[config.mk]
export PLATFORM = sky130hd
export DESIGN_NAME = fetch_controller_flat
export DESIGN_NICKNAME = d
export VERILOG_FILES = /design/src/rtl/fetch_controller_if.sv /design/src/rtl/fetch_controller.sv /design/src/flat_wrapper.sv
export SDC_FILE = /design/constraint.sdc
export NUM_CORES = 1
export LEC_CHECK = 0
export ABC_CLOCK_PERIOD_IN_PS = 2300
export BUFFER_PORTS_ARGS = -buffer_cell sky130_fd_sc_hd__buf_2
export CAP_MARGIN = 20
export CORE_MARGIN = 2
export CORE_UTILIZATION = 48
export DETAILED_ROUTE_END_ITERATION = 8
export PLACE_DENSITY = 0.87
export REMOVE_ABC_BUFFERS = 1
export SETUP_SLACK_MARGIN = 0.4
export SKIP_CTS_REPAIR_TIMING = 1
export SYNTH_ARGS = -nofsm -noshare
export SYNTH_HDL_FRONTEND = slang
export SYNTH_SLANG_ARGS = --single-unit
[constraint.sdc]
create_clock -name clk -period 2.3 [get_ports clk]
set_clock_uncertainty 0.05 [all_clocks]
set_input_delay 0 -clock clk [delete_from_list [all_inputs] [get_ports clk]]
set_output_delay 0 -clock clk [all_outputs]
set_load 0.05 [all_outputs]
[src/rtl/fetch_controller_if.sv]
// Fetch controller bus: hazard/branch/interrupt inputs and PC-override outputs.
interface fetch_controller_if;
    logic        hazard_stall;
    logic        mem_stall;
    logic        branch_taken;
    logic [15:0] branch_target;
    logic        interrupt;
    logic [15:0] int_vector_addr;
    logic [15:0] pc_current;
    logic        pc_enable;
    logic        pc_write;
    logic [15:0] pc_write_back_value;
    logic        clear_instruction;
    logic        int_ack;
    logic [15:0] saved_pc;
    logic        busy;

    // The controller itself
    modport master (
        input  hazard_stall, mem_stall, branch_taken, branch_target,
               interrupt, int_vector_addr, pc_current,
        output pc_enable, pc_write, pc_write_back_value,
               clear_instruction, int_ack, saved_pc, busy
    );

    // The surrounding pipeline (hazard unit, execute stage, fetch stage)
    modport slave (
        output hazard_stall, mem_stall, branch_taken, branch_target,
               interrupt, int_vector_addr, pc_current,
        input  pc_enable, pc_write, pc_write_back_value,
               clear_instruction, int_ack, saved_pc, busy
    );
endinterface

[src/rtl/fetch_controller.sv]
// Fetch-stage sequencing controller: boot vector, branch redirect,
// interrupt drain/entry and memory/hazard stalls.
module fetch_controller #(
    parameter logic [15:0] RESET_VECTOR     = 16'h0000,
    parameter int          INT_DRAIN_CYCLES = 2
) (
    input  logic                      clk,
    input  logic                      reset,
    fetch_controller_if.master        bus
);

    typedef enum logic [2:0] {
        BOOT,
        RUN,
        STALL,
        INT_DRAIN,
        INT_JUMP
    } state_t;

    localparam logic [2:0] DRAIN_INIT = 3'(INT_DRAIN_CYCLES - 1);

    state_t      state_q, state_d;
    logic [15:0] saved_pc_q, saved_pc_d;
    logic        pending_valid_q, pending_valid_d;
    logic [15:0] pending_target_q, pending_target_d;
    logic [2:0]  drain_cnt_q, drain_cnt_d;

    logic        pc_enable_c;
    logic        pc_write_c;
    logic [15:0] pc_value_c;
    logic        clear_c;
    logic        int_ack_c;

    // State and bookkeeping registers; reset drops any pending redirect or interrupt entry
    always_ff @(posedge clk) begin
        if (reset) begin
            state_q          <= BOOT;
            saved_pc_q       <= 16'h0000;
            pending_valid_q  <= 1'b0;
            pending_target_q <= 16'h0000;
            drain_cnt_q      <= 3'd0;
        end else begin
            state_q          <= state_d;
            saved_pc_q       <= saved_pc_d;
            pending_valid_q  <= pending_valid_d;
            pending_target_q <= pending_target_d;
            drain_cnt_q      <= drain_cnt_d;
        end
    end

    // Next-state and fetch-control outputs; RUN priority is branch > interrupt > mem stall > hazard
    always_comb begin
        state_d          = state_q;
        saved_pc_d       = saved_pc_q;
        pending_valid_d  = pending_valid_q;
        pending_target_d = pending_target_q;
        drain_cnt_d      = drain_cnt_q;
        pc_enable_c      = 1'b0;
        pc_write_c       = 1'b0;
        pc_value_c       = 16'h0000;
        clear_c          = 1'b0;
        int_ack_c        = 1'b0;

        case (state_q)
            BOOT: begin
                pc_enable_c = 1'b1;
                pc_write_c  = 1'b1;
                pc_value_c  = RESET_VECTOR;
                clear_c     = 1'b1;
                state_d     = RUN;
            end
            RUN: begin
                if (bus.branch_taken || pending_valid_q) begin
                    pc_enable_c     = 1'b1;
                    pc_write_c      = 1'b1;
                    pc_value_c      = bus.branch_taken ? bus.branch_target : pending_target_q;
                    clear_c         = 1'b1;
                    pending_valid_d = 1'b0;
                end else if (bus.interrupt) begin
                    clear_c     = 1'b1;
                    saved_pc_d  = bus.pc_current;
                    drain_cnt_d = DRAIN_INIT;
                    state_d     = INT_DRAIN;
                end else if (bus.mem_stall) begin
                    state_d = STALL;
                end else if (!bus.hazard_stall) begin
                    pc_enable_c = 1'b1;
                end
            end
            STALL: begin
                if (bus.branch_taken) begin
                    pending_valid_d  = 1'b1;
                    pending_target_d = bus.branch_target;
                end
                if (!bus.mem_stall) begin
                    state_d = RUN;
                end
            end
            INT_DRAIN: begin
                clear_c = 1'b1;
                if (bus.branch_taken) begin
                    saved_pc_d = bus.branch_target;
                end
                if (drain_cnt_q == 3'd0) begin
                    state_d = INT_JUMP;
                end else begin
                    drain_cnt_d = drain_cnt_q - 3'd1;
                end
            end
            INT_JUMP: begin
                pc_enable_c = 1'b1;
                pc_write_c  = 1'b1;
                pc_value_c  = bus.int_vector_addr;
                clear_c     = 1'b1;
                int_ack_c   = 1'b1;
                state_d     = RUN;
            end
            default: begin
                state_d = BOOT;
            end
        endcase
    end

    assign bus.pc_enable           = pc_enable_c;
    assign bus.pc_write            = pc_write_c;
    assign bus.pc_write_back_value = pc_value_c;
    assign bus.clear_instruction   = clear_c;
    assign bus.int_ack             = int_ack_c;
    assign bus.saved_pc            = saved_pc_q;
    assign bus.busy                = (state_q != RUN);

endmodule

[src/flat_wrapper.sv]
// flat-port wrapper written by rule: the top's interface ports become plain ports
module fetch_controller_flat 
#(
    parameter logic [15:0] RESET_VECTOR     = 16'h0000,
    parameter int          INT_DRAIN_CYCLES = 2
)
  (clk, reset, bus_hazard_stall, bus_mem_stall, bus_branch_taken, bus_branch_target, bus_interrupt, bus_int_vector_addr, bus_pc_current, bus_pc_enable, bus_pc_write, bus_pc_write_back_value, bus_clear_instruction, bus_int_ack, bus_saved_pc, bus_busy);
  fetch_controller_if bus_i ();
  input  logic clk;
  input  logic reset;
  input wire logic [$bits(bus_i.hazard_stall)-1:0] bus_hazard_stall;
  input wire logic [$bits(bus_i.mem_stall)-1:0] bus_mem_stall;
  input wire logic [$bits(bus_i.branch_taken)-1:0] bus_branch_taken;
  input wire logic [$bits(bus_i.branch_target)-1:0] bus_branch_target;
  input wire logic [$bits(bus_i.interrupt)-1:0] bus_interrupt;
  input wire logic [$bits(bus_i.int_vector_addr)-1:0] bus_int_vector_addr;
  input wire logic [$bits(bus_i.pc_current)-1:0] bus_pc_current;
  output wire logic [$bits(bus_i.pc_enable)-1:0] bus_pc_enable;
  output wire logic [$bits(bus_i.pc_write)-1:0] bus_pc_write;
  output wire logic [$bits(bus_i.pc_write_back_value)-1:0] bus_pc_write_back_value;
  output wire logic [$bits(bus_i.clear_instruction)-1:0] bus_clear_instruction;
  output wire logic [$bits(bus_i.int_ack)-1:0] bus_int_ack;
  output wire logic [$bits(bus_i.saved_pc)-1:0] bus_saved_pc;
  output wire logic [$bits(bus_i.busy)-1:0] bus_busy;
  assign bus_i.hazard_stall = bus_hazard_stall;
  assign bus_i.mem_stall = bus_mem_stall;
  assign bus_i.branch_taken = bus_branch_taken;
  assign bus_i.branch_target = bus_branch_target;
  assign bus_i.interrupt = bus_interrupt;
  assign bus_i.int_vector_addr = bus_int_vector_addr;
  assign bus_i.pc_current = bus_pc_current;
  assign bus_pc_enable = bus_i.pc_enable;
  assign bus_pc_write = bus_i.pc_write;
  assign bus_pc_write_back_value = bus_i.pc_write_back_value;
  assign bus_clear_instruction = bus_i.clear_instruction;
  assign bus_int_ack = bus_i.int_ack;
  assign bus_saved_pc = bus_i.saved_pc;
  assign bus_busy = bus_i.busy;
  fetch_controller #(.RESET_VECTOR(RESET_VECTOR), .INT_DRAIN_CYCLES(INT_DRAIN_CYCLES)) u_core (.clk(clk), .reset(reset), .bus(bus_i));
endmodule
Yosys cells after proc, flatten, opt, wreduce, memory -nomap -nowiden. Index checks and enable logic that the tools add are counted.

Add/subtract/negate cells: 1. Mux-type cells: 31. Reductions and logical operators: 11. Equality and inequality tests: 14.

Operators with widths (number): two-way mux 16 bit (5); case mux 16 bit (2 select lines) (2); two-way mux 3 bit (8); != test 2 bit, second input constant (6); case mux 3 bit (4 select lines) (1); AND reduction 4 bit (3); two-way mux 1 bit (10); case mux 1 bit (2 select lines) (4); equality test 3 x 2 -> 1 bit, second input constant (2); logical NOT 3 bit (2); case mux 3 bit (2 select lines) (1); != test 2 x 1 -> 1 bit, second input constant (2); nonzero test 2 bit (2); equality test 3 x 1 -> 1 bit, second input constant (1); equality test 3 bit, second input constant (1); != test 3 x 1 -> 1 bit, second input constant (1); != test 3 bit, second input constant (1); AND reduction 3 bit (1); OR reduction 3 bit (1); subtractor 3 x 1 -> 3 bit, second input constant (1); OR reduction 2 bit (1); logical OR 1 bit (1).

Output and inout port bits: 37. Bits in registers: 39. Bits of input ports: 54. Logic and storage cells: 62.

Longest topological paths before layout. Gate-level depths: netlist (run 1).

Depth after elaboration: 5. Gate-level depth with buffers: 6. Mapped depth without buffers: 6.

Worst setup path after synthesis (run 1). Ideal clock, no wire load.

Path type: reg-to-output. Start point: register u_core.state_q[0]. End point: output port bus_pc_write_back_value[0]. Slack: -0.094 ns. Data required time: 2.250 ns. Path buffers: 2. Cell stages (with the launch flop): 6. Data arrival time: 2.344 ns. Cells stage by stage: dfxtp_1 > clkbuf_1 > nor3b_1 > clkbuf_1 > nand2_1 > o21ai_0.

Longest elaborated chain between the ends: 2. Elaborated cells on any way between the ends: 3. Classes of those cells: eq/ne (2); mux (1).

Ends and longest elaborated chain: start: declaration (RTL line fetch_controller.sv:22) `state_t state_q, state_d;`; start signal: assignment (RTL line fetch_controller.sv:43) `state_q <= state_d;`; equality test 3 bit / equality test 3 x 1 -> 1 bit (equally long branches) (RTL line fetch_controller.sv:64) `case (state_q)`; case mux 16 bit (2 select lines) * (RTL line fetch_controller.sv:64); end: declaration (RTL line flat_wrapper.sv:20) `output wire logic [$bits(bus_i.pc_write_back_value)-1:0] bus_pc_write_back_value;`.

Mark *: on every way between the ends. The rest lies on a longest branch, timed or not.

Worst setup path after layout (run 1).
Start point: register u_core.state_q[0]. End point: output port bus_pc_write_back_value[1].

The elaborated chain is that of the path after synthesis.

==> results of run 1 <==
==> layout by cell type, fill, tap and decap left out, drive strengths merged, types with 3 or more instances in the layout <==
cell type	synthesis	routed
a21oi	19	19
or4	3	3
nand3b	17	17
nor3b	3	3
a211oi	17	17
mux2i	16	16
inv	21	21
dlygate4sd3	0	16
dfxtp	39	39
buf	4	90
nand2	50	50
o21ai	20	20
a31oi	3	3
a221oi	17	17
clkbuf	22	15
==> state kept, by name, indices dropped and copies added, names as in the netlist <==
signal	count
u_core.pending_valid_q	1
u_core.bus.saved_pc	16
u_core.pending_target_q	16
u_core.state_q	3
u_core.drain_cnt_q	3
==> critical path, cell delays in order (launching register included) <==
cell and delay [ns]:
dfxtp_2 0.44, nor3b_2 0.32, o21ai_0 0.16, buf_4 0.22
o21ai_0 0.21, clkbuf_4 0.27
==> routing by layer <==
layer	up-vias	share of wire (%)	GRT usage, %
li1	1169	-	-
met5	-	0	0
met2	110	50	36.8
met4	0	2.9	13.0
met3	16	6.0	2.64
met1	1114	41	30.0
==> area by class of cell <==
class,count,share of cell area (%)
antenna,2,0.168
clock buffer,6,2.77
clock inverter,1,0.168
inverter,21,2.64
multi-input combinational,187,42.2
sequential,39,26.2
tap,52,2.18
timing repair buffer,115,23.6
==> power groups by stage <==
stage,Sequential [mW],Clock (mW),Combinational [mW]
after floorplan,0.808,0,0.192
after global placement,0.737,0,0.411
after detailed placement,0.739,0,0.418
after CTS,0.723,0.483,0.419
after global routing,0.727,0.505,0.478
final,0.725,0.482,0.451
==> kinds of logic after synthesis <==
family	share of synthesized area, %
AOI/OAI and AO/OA	27.7
DFF	35.3
buffers and inverters	8.76
muxes	7.23
adders and majority gates	1.13
and+or+nand+nor	19.9
==> worst paths after layout <==
path | startpoint | endpoint | cells after the start
setup / recovery | u_core.state_q[0] | bus_pc_write_back_value[1] | 5
hold / removal | bus_pc_current[0] | u_core.bus.saved_pc[0] | 3
setup reg to reg | u_core.state_q[2] | u_core.bus.saved_pc[2] | 4
hold reg to reg | u_core.bus.saved_pc[3] | u_core.bus.saved_pc[3] | 2
==> through the flow <==
stage | instance area [um^2] | hold slack (ns) | instances | power, mW
after floorplan | 2100 | 0.0146 | 247 | 1.00
after global placement | 2690 | 0.210 | 398 | 1.15
after detailed placement | 2690 | 0.221 | 398 | 1.16
after CTS | 2780 | -0.0934 | 405 | 1.63
after global routing | 2980 | 0.0413 | 422 | 1.71
final | 2980 | 0.0323 | 423 | 1.66
==> flow_results.org, run 1 <==
** Power and ir drop
- Cell Int Power :: 1.09 mW
- Part of the power in registers :: 43.7%
- Summed over all cells, the static leakage comes to 1.22 nW.
- Per report_power, the clock group accounts for 29.1% of the total.
- Combinational logic is responsible for 27.2% of the overall power.
- Switching share of total power :: 34.0%
- Across the VDD grid, the largest voltage drop is 0.000297 V.
- In this run the power spent charging and discharging nets is 563 uW.
- Power density over cell area :: 556 mW/mm^2

** Timing
- In the finished design, the share of the clock period the worst path needs comes to 85.7%.
- The number of endpoints with negative hold slack in the final report came to 0.
- Worst setup margin :: 0.329 ns
- At the pin with the least slew margin, the transition time is 0.815 ns.
- RSZ-0062 raised after global routing :: true
- Final critical-path required period :: 1.97 ns
- Derived from the worst setup path, the maximum achievable clock frequency is 507 MHz.
- Max-slew violation count :: 0
- Headroom to the max-slew limit came out at 45.7%.
- Setup violations, final :: 0
- Aggregate negative setup slack :: 0 ns

** Layout
- Area occupied by multi-input gates :: 0.00126 mm^2
- Final-layout fill cell count :: 339
- Share of the core filled with cells in the final layout :: 67.6%
- Fraction of final layout cells with drive strength greater than 1 :: 33.9%
- Synthesis-to-finish area growth :: 34.7%
- The final layout contains 425 nets.
- Across the whole layout, storage elements account for 782 um^2.

** Placement
- Once detailed placement completed, the half-perimeter wirelength came to 4330 um.
- Post-placement worst setup slack :: 0.404 ns
- Placer's final routability congestion estimate :: 0.881
- Input and output buffers added on the ports amount to 90.

** Clock network
- The clock reaches the later pin of the worst-skew pair after 0.29 ns.
- CTS tree :: built
- Count of clock tree sinks :: 39
- Clock tree root buffer cell :: clkbuf_8
- Longest Clk Path Bufs :: 2
- CTS Buf Count :: 5
- Total number of H-tree levels :: 2
- Clock-pin slew was measured on the worst setup and hold paths at 0.08 ns.

** Floorplanning
- 91 I/O pins were placed.
- Chip width :: 71.9 um
- In this run the core area contains 24 standard-cell rows.
- The initial utilization of the core area, before any placement, comes to 50.2%.
- In this run the standard cell core region covers 0.00441 mm^2.
- Area of the die :: 0.00517 mm^2
- The die is 71.9 um tall.

** Synth
- Number of flops mapped to enable cells by yosys :: 0
- Synthesis warning total :: 0
- Proportion of synthesized flip-flops having asynchronous set or reset :: 0%
- Area share of the largest cell type after synthesis :: 35.3%
- Register area share after synthesis :: 35.3%
- Top_reg_cell synth :: dfxtp_1
- Count of cell types in the netlist :: 34
- Synthesis inferred 39 register bits.
- nand2_1 is the most common cell in the netlist.
- The synthesized netlist occupies a cell area of 0.00221 mm^2.
- Synthesized instance count :: 273
- Mean cell area of the mapped netlist :: 8.11 um^2
- Post-synthesis cell type with the largest combined area :: dfxtp_1
- Sorting the synthesized cells by area gives the leading types as dfxtp_1 35%, nand2_1 8.5%, mux2i_1 7.2%.
- Most used standard cells in the synthesized netlist :: 50 x nand2_1, 39 x dfxtp_1, 22 x clkbuf_1

** Worst setup path
- The worst setup path is captured at an output port.
- Reg2Reg Setup Slack :: 0.46 ns
- Arrival time of data at the critical path endpoint :: 1.92 ns
- The worst setup path is launched from a flop.
- Endpoint required time on the critical path :: 2.25 ns
- The critical path in this run is classified as flop to output port.
- Largest driver fanout on the critical path :: 16

** Drt
- Iteration-0 DRC Markers :: 182
- Using the TritonRoute via totals, the vias-per-cell ratio works out to 5.70.
- In the routed design, unresolved DRC markers number 0.
- First-pass detailed-route iteration total :: 4
- The detailed router placed 2409 vias in this run.
- Post-route antenna net violation count :: 0
- Post-Route WL :: 6450 um
- After detailed routing, the average wire length per cell comes to 15.3 um.

** GRT
- The via count of the first global-routing pass was 2041.
- The number of antenna violations at the first check in global routing was 1.
- Largest net degree at the start of global routing :: 40
- Global-route wire length before repair :: 9340 um
- Global route overflow :: 0
- In the global route stage, overall resource usage came out at 22.9%.

** Status
- The flow ran to the end, and the final reports show no timing, DRC or antenna violations.

** Hold path
- Worst hold path type :: primary input to flop

** Run
- Maximum capacitance violations :: 0
Power figures use the tool's default switching activity.
==> inputs of run 2 (changes only) <==
--- a/config.mk
+++ b/config.mk
@@ -5,7 +5,7 @@
 export SDC_FILE = /design/constraint.sdc
 export NUM_CORES = 1
 export LEC_CHECK = 0
-export ABC_CLOCK_PERIOD_IN_PS = 2300
+export ABC_CLOCK_PERIOD_IN_PS = 2200
 export BUFFER_PORTS_ARGS = -buffer_cell sky130_fd_sc_hd__buf_2
 export CAP_MARGIN = 20
 export CORE_MARGIN = 2
==> constraint.sdc (replaced) <==
create_clock -name clk -period 2.2 [get_ports clk]
set_clock_uncertainty 0.05 [all_clocks]
set_input_delay 0 -clock clk [delete_from_list [all_inputs] [get_ports clk]]
set_output_delay 0 -clock clk [all_outputs]
set_load 0.05 [all_outputs]
==> run 2 against run 1 <==
Sequential power grew 4.6%. Wire length is 20% higher. Global-route usage grew 1.4 points. Combinational power increased by 20%. Flip-flop and latch count unchanged. Via count rose by 7.0%. First-iteration DRC count rose by 7.7%. Final cell count grew 0.95%. Largest cell class unchanged. Largest power group unchanged.
==> flow_results.org, run 2 (synthesis gave the netlist of run 1 again) <==
** Worst setup path
- Startpoint type of the worst setup path :: flop
- The critical path arrival is 1.76 ns (-0.16 ns).
- The required time reported for the critical path endpoint is 2.15 ns (-0.10 ns).
- In this run the critical register-to-register path is launched from u_core.pending_valid_q.
- The cell count of the worst reg-to-reg path is 4 (unchanged).
- The setup path with the least slack is of type flop to output port.
- The flop-to-flop setup slack was 0.42 ns (-0.04 ns).
- In this run the critical register-to-register path is captured at u_core.bus.saved_pc[2].
- STA classifies the critical path endpoint as an output port.
- Largest driver fanout on the critical path :: 11 (-5)

** Hold path
- WHS Endpoint :: u_core.bus.saved_pc[5]
- The worst hold path begins at bus_pc_current[5].
- The worst hold path belongs to the class primary input to flop.
- The hold-critical path depth was 3 (unchanged).

** Floorplanning
- The effective utilization at floorplan was 50.2% (unchanged).
- The floorplan die area came to 0.00517 mm^2 (unchanged).
- Chip width :: 71.9 um (unchanged)
- Area of the placeable core :: 0.00441 mm^2 (unchanged)
- The die outline height came to 71.9 um (unchanged).
- Number of ports placed on the die boundary :: 91 (unchanged)
- The number of rows in the core area is 24 (unchanged).

** Placement
- I/O Buffers :: 90 (unchanged)
- The final estimated routing congestion in global placement was 0.878 (-0.33%).
- The placed cell area came to 0.00270 mm^2 (+0.28%).
- The half-perimeter wire length of the detailed placement result was 4440 um (+2.6%).

** Timing
- Tightest slew margin relative to the limit :: 42.9% (-2.8 points)
- Max-slew violation count :: 0 (unchanged)
- The final-report setup violation count came to 0 (unchanged).
- Based on the critical path, the design can be clocked at up to 553 MHz.
- After layout, the worst path uses 82.2% of the clock period.
- Final Hold Vio Count :: 0 (unchanged)
- The worst path needs 1.81 ns of the cycle, external delays included.
- RSZ-0062 raised after global routing :: true
- The actual slew at the worst max-slew pin is 0.856 ns (+0.0414 ns).
- Aggregate negative setup slack :: 0 ns (unchanged)

** Drt
- The total wirelength of the detailed-routed design is 7710 um (+20%).
- Number of vias per cell after detailed routing :: 6.04 (+6.0%)
- The first-pass iteration count of the detailed router was 5 (+1).
- Detail-routed net length per standard cell :: 18.1 um (+18%)
- The number of DRC violations after detailed routing was 0 (unchanged).
- The count of vias placed by the detailed router is 2577 (+7.0%).
- Post-route antenna net violation count :: 0 (unchanged)
- Iteration-0 DRC Markers :: 196 (+7.7%)

** Clock network
- CTS tree :: built
- The clock latency of the later-clocked register in the worst-skew pair was 0.30 ns (about the same).
- The total number of clock tree sinks was 39 (unchanged).
- Clock tree root buffer cell :: clkbuf_8
- Total number of H-tree levels :: 2 (unchanged)
- The maximum buffer depth of the clock tree came to 2 (unchanged).
- CTS Buf Count :: 5 (unchanged)
- The clock transition time at the flip-flop clock pins of the worst setup and hold paths was 0.08 ns (about the same).

** GRT
- The total congestion overflow was 0 (unchanged).
- The maximum number of pins on one net before global-route repair is 40 (unchanged).
- GRT met2 Usage :: 41.6% (+4.7 points)
- After global routing, the most crowded layer is met2.
- The number of antenna violations at the first check in global routing is 0 (-1).
- The met1 global-route usage is 29.8% (-0.16 points).
- The met3 usage is 4.58% (+1.9 points).
- The first-pass GRT wire length is 9740 um (+4.3%).
- Number of global-route vias before repair :: 2120 (+3.9%)
- GRT Util Overall :: 24.3% (+1.4 points)

** Layout
- Final-layout fill cell count :: 302 (-11%)
- The post-route standard cell area excluding fillers came to 0.00323 mm^2 (+8.1%).
- Fraction of final layout cells with drive strength greater than 1 :: 40.3% (+6.4 points)
- Synthesis-to-finish area growth :: 45.6%
- The number of nets at the end of the flow is 430 (+1.2%).
- The library cells used most frequently in the layout, excluding fill and tap cells, are 74 x buf_2, 50 x nand2_1, 36 x dfxtp_1.
- Most frequent standard cell in the layout excluding fill and tap cells :: buf_2
- Antenna cells :: 0 (-2)

** Run
- The max-cap check violation count was 0 (unchanged).

** Status
- The run finished with clean final reports.

** Power and ir drop
- Largest voltage drop on the vdd net :: 0.000336 V (+13%)
- The leakage component of the power came to 1.31 nW (+7.2%).
- The total power per unit cell area is 574 mW/mm^2 (+3.3%).
run 2: cell count changes in the layout (fill, tap and decap cells not counted), moves of 2 or more:
cell,delta
o21ai_2,+17
o21ai_0,-17
diode_2,-2
buf_2,-7
clkbuf_4,-9
buf_6,+17
dfxtp_1,-2
buf_4,+2
run 2: final cells by class:
| class | count | area (um^2) | share of cell area, % |
|---|---|---|---|
| Multi-Input combinational cell | 187 | 1340 | 41.6 |
| Clock buffer | 8 | 100 | 3.10 |
| Timing Repair Buffer | 120 | 853 | 26.5 |
| Tap cell | 52 | 65.1 | 2.02 |
| Inverter | 21 | 78.8 | 2.44 |
| Sequential cell | 39 | 787 | 24.4 |
run 2: worst max path at each step:
stage	end	from	slack [ns]	cells past startpoint
global placement	u_core.bus.saved_pc[14]	u_core.pending_valid_q	0.41	4
global route	bus_pc_write_back_value[15]	u_core.state_q[0]	0.34	6
detailed placement	u_core.bus.saved_pc[2]	u_core.pending_valid_q	0.33	4
CTS	bus_pc_write_back_value[7]	u_core.state_q[1]	0.16	7
floorplan	bus_pc_write_back_value[0]	u_core.state_q[1]	-1.12	3
finish	bus_pc_write_back_value[15]	u_core.state_q[0]	0.39	6
run 2: metal layers:
layer	part of all wire (%)	vias up
li1	-	1180
met1	37	1211
met2	51	153
met3	8.3	33
met4	3.8	0
met5	0	-
run 2: worst max-delay path: stages (launching register included):
cell,delay (ns)
dfxtp_2,0.47
nor3b_2,0.21
buf_4,0.14
o21ai_2,0.07
buf_6,0.19
o21ai_2,0.20
buf_6,0.18
run 2: metrics by stage:
stage | cells | total power, mW | setup WS, ns | hold slack (ns) | utilization [%]
6_report | 427 | 1.85 | 0.392 | 0.00681 | 73.1
5_1_grt | 427 | 1.90 | 0.342 | 0.0422 | 73.1
4_1_cts | 407 | 1.74 | 0.160 | -0.0992 | 63.5
3_5_place_dp | 399 | 1.22 | 0.329 | 0.217 | 61.2
3_3_place_gp | 399 | 1.21 | 0.409 | 0.209 | 61.2
2_1_floorplan | 247 | 1.05 | -1.12 | 0.0146 | -
run 2: power by group:
group	internal [mW]	switching (mW)	leakage (nW)
Clock	0.286	0.268	0.0515
Combinational	0.196	0.345	0.935
Sequential	0.736	0.0222	0.318
Total	1.22	0.635	1.31
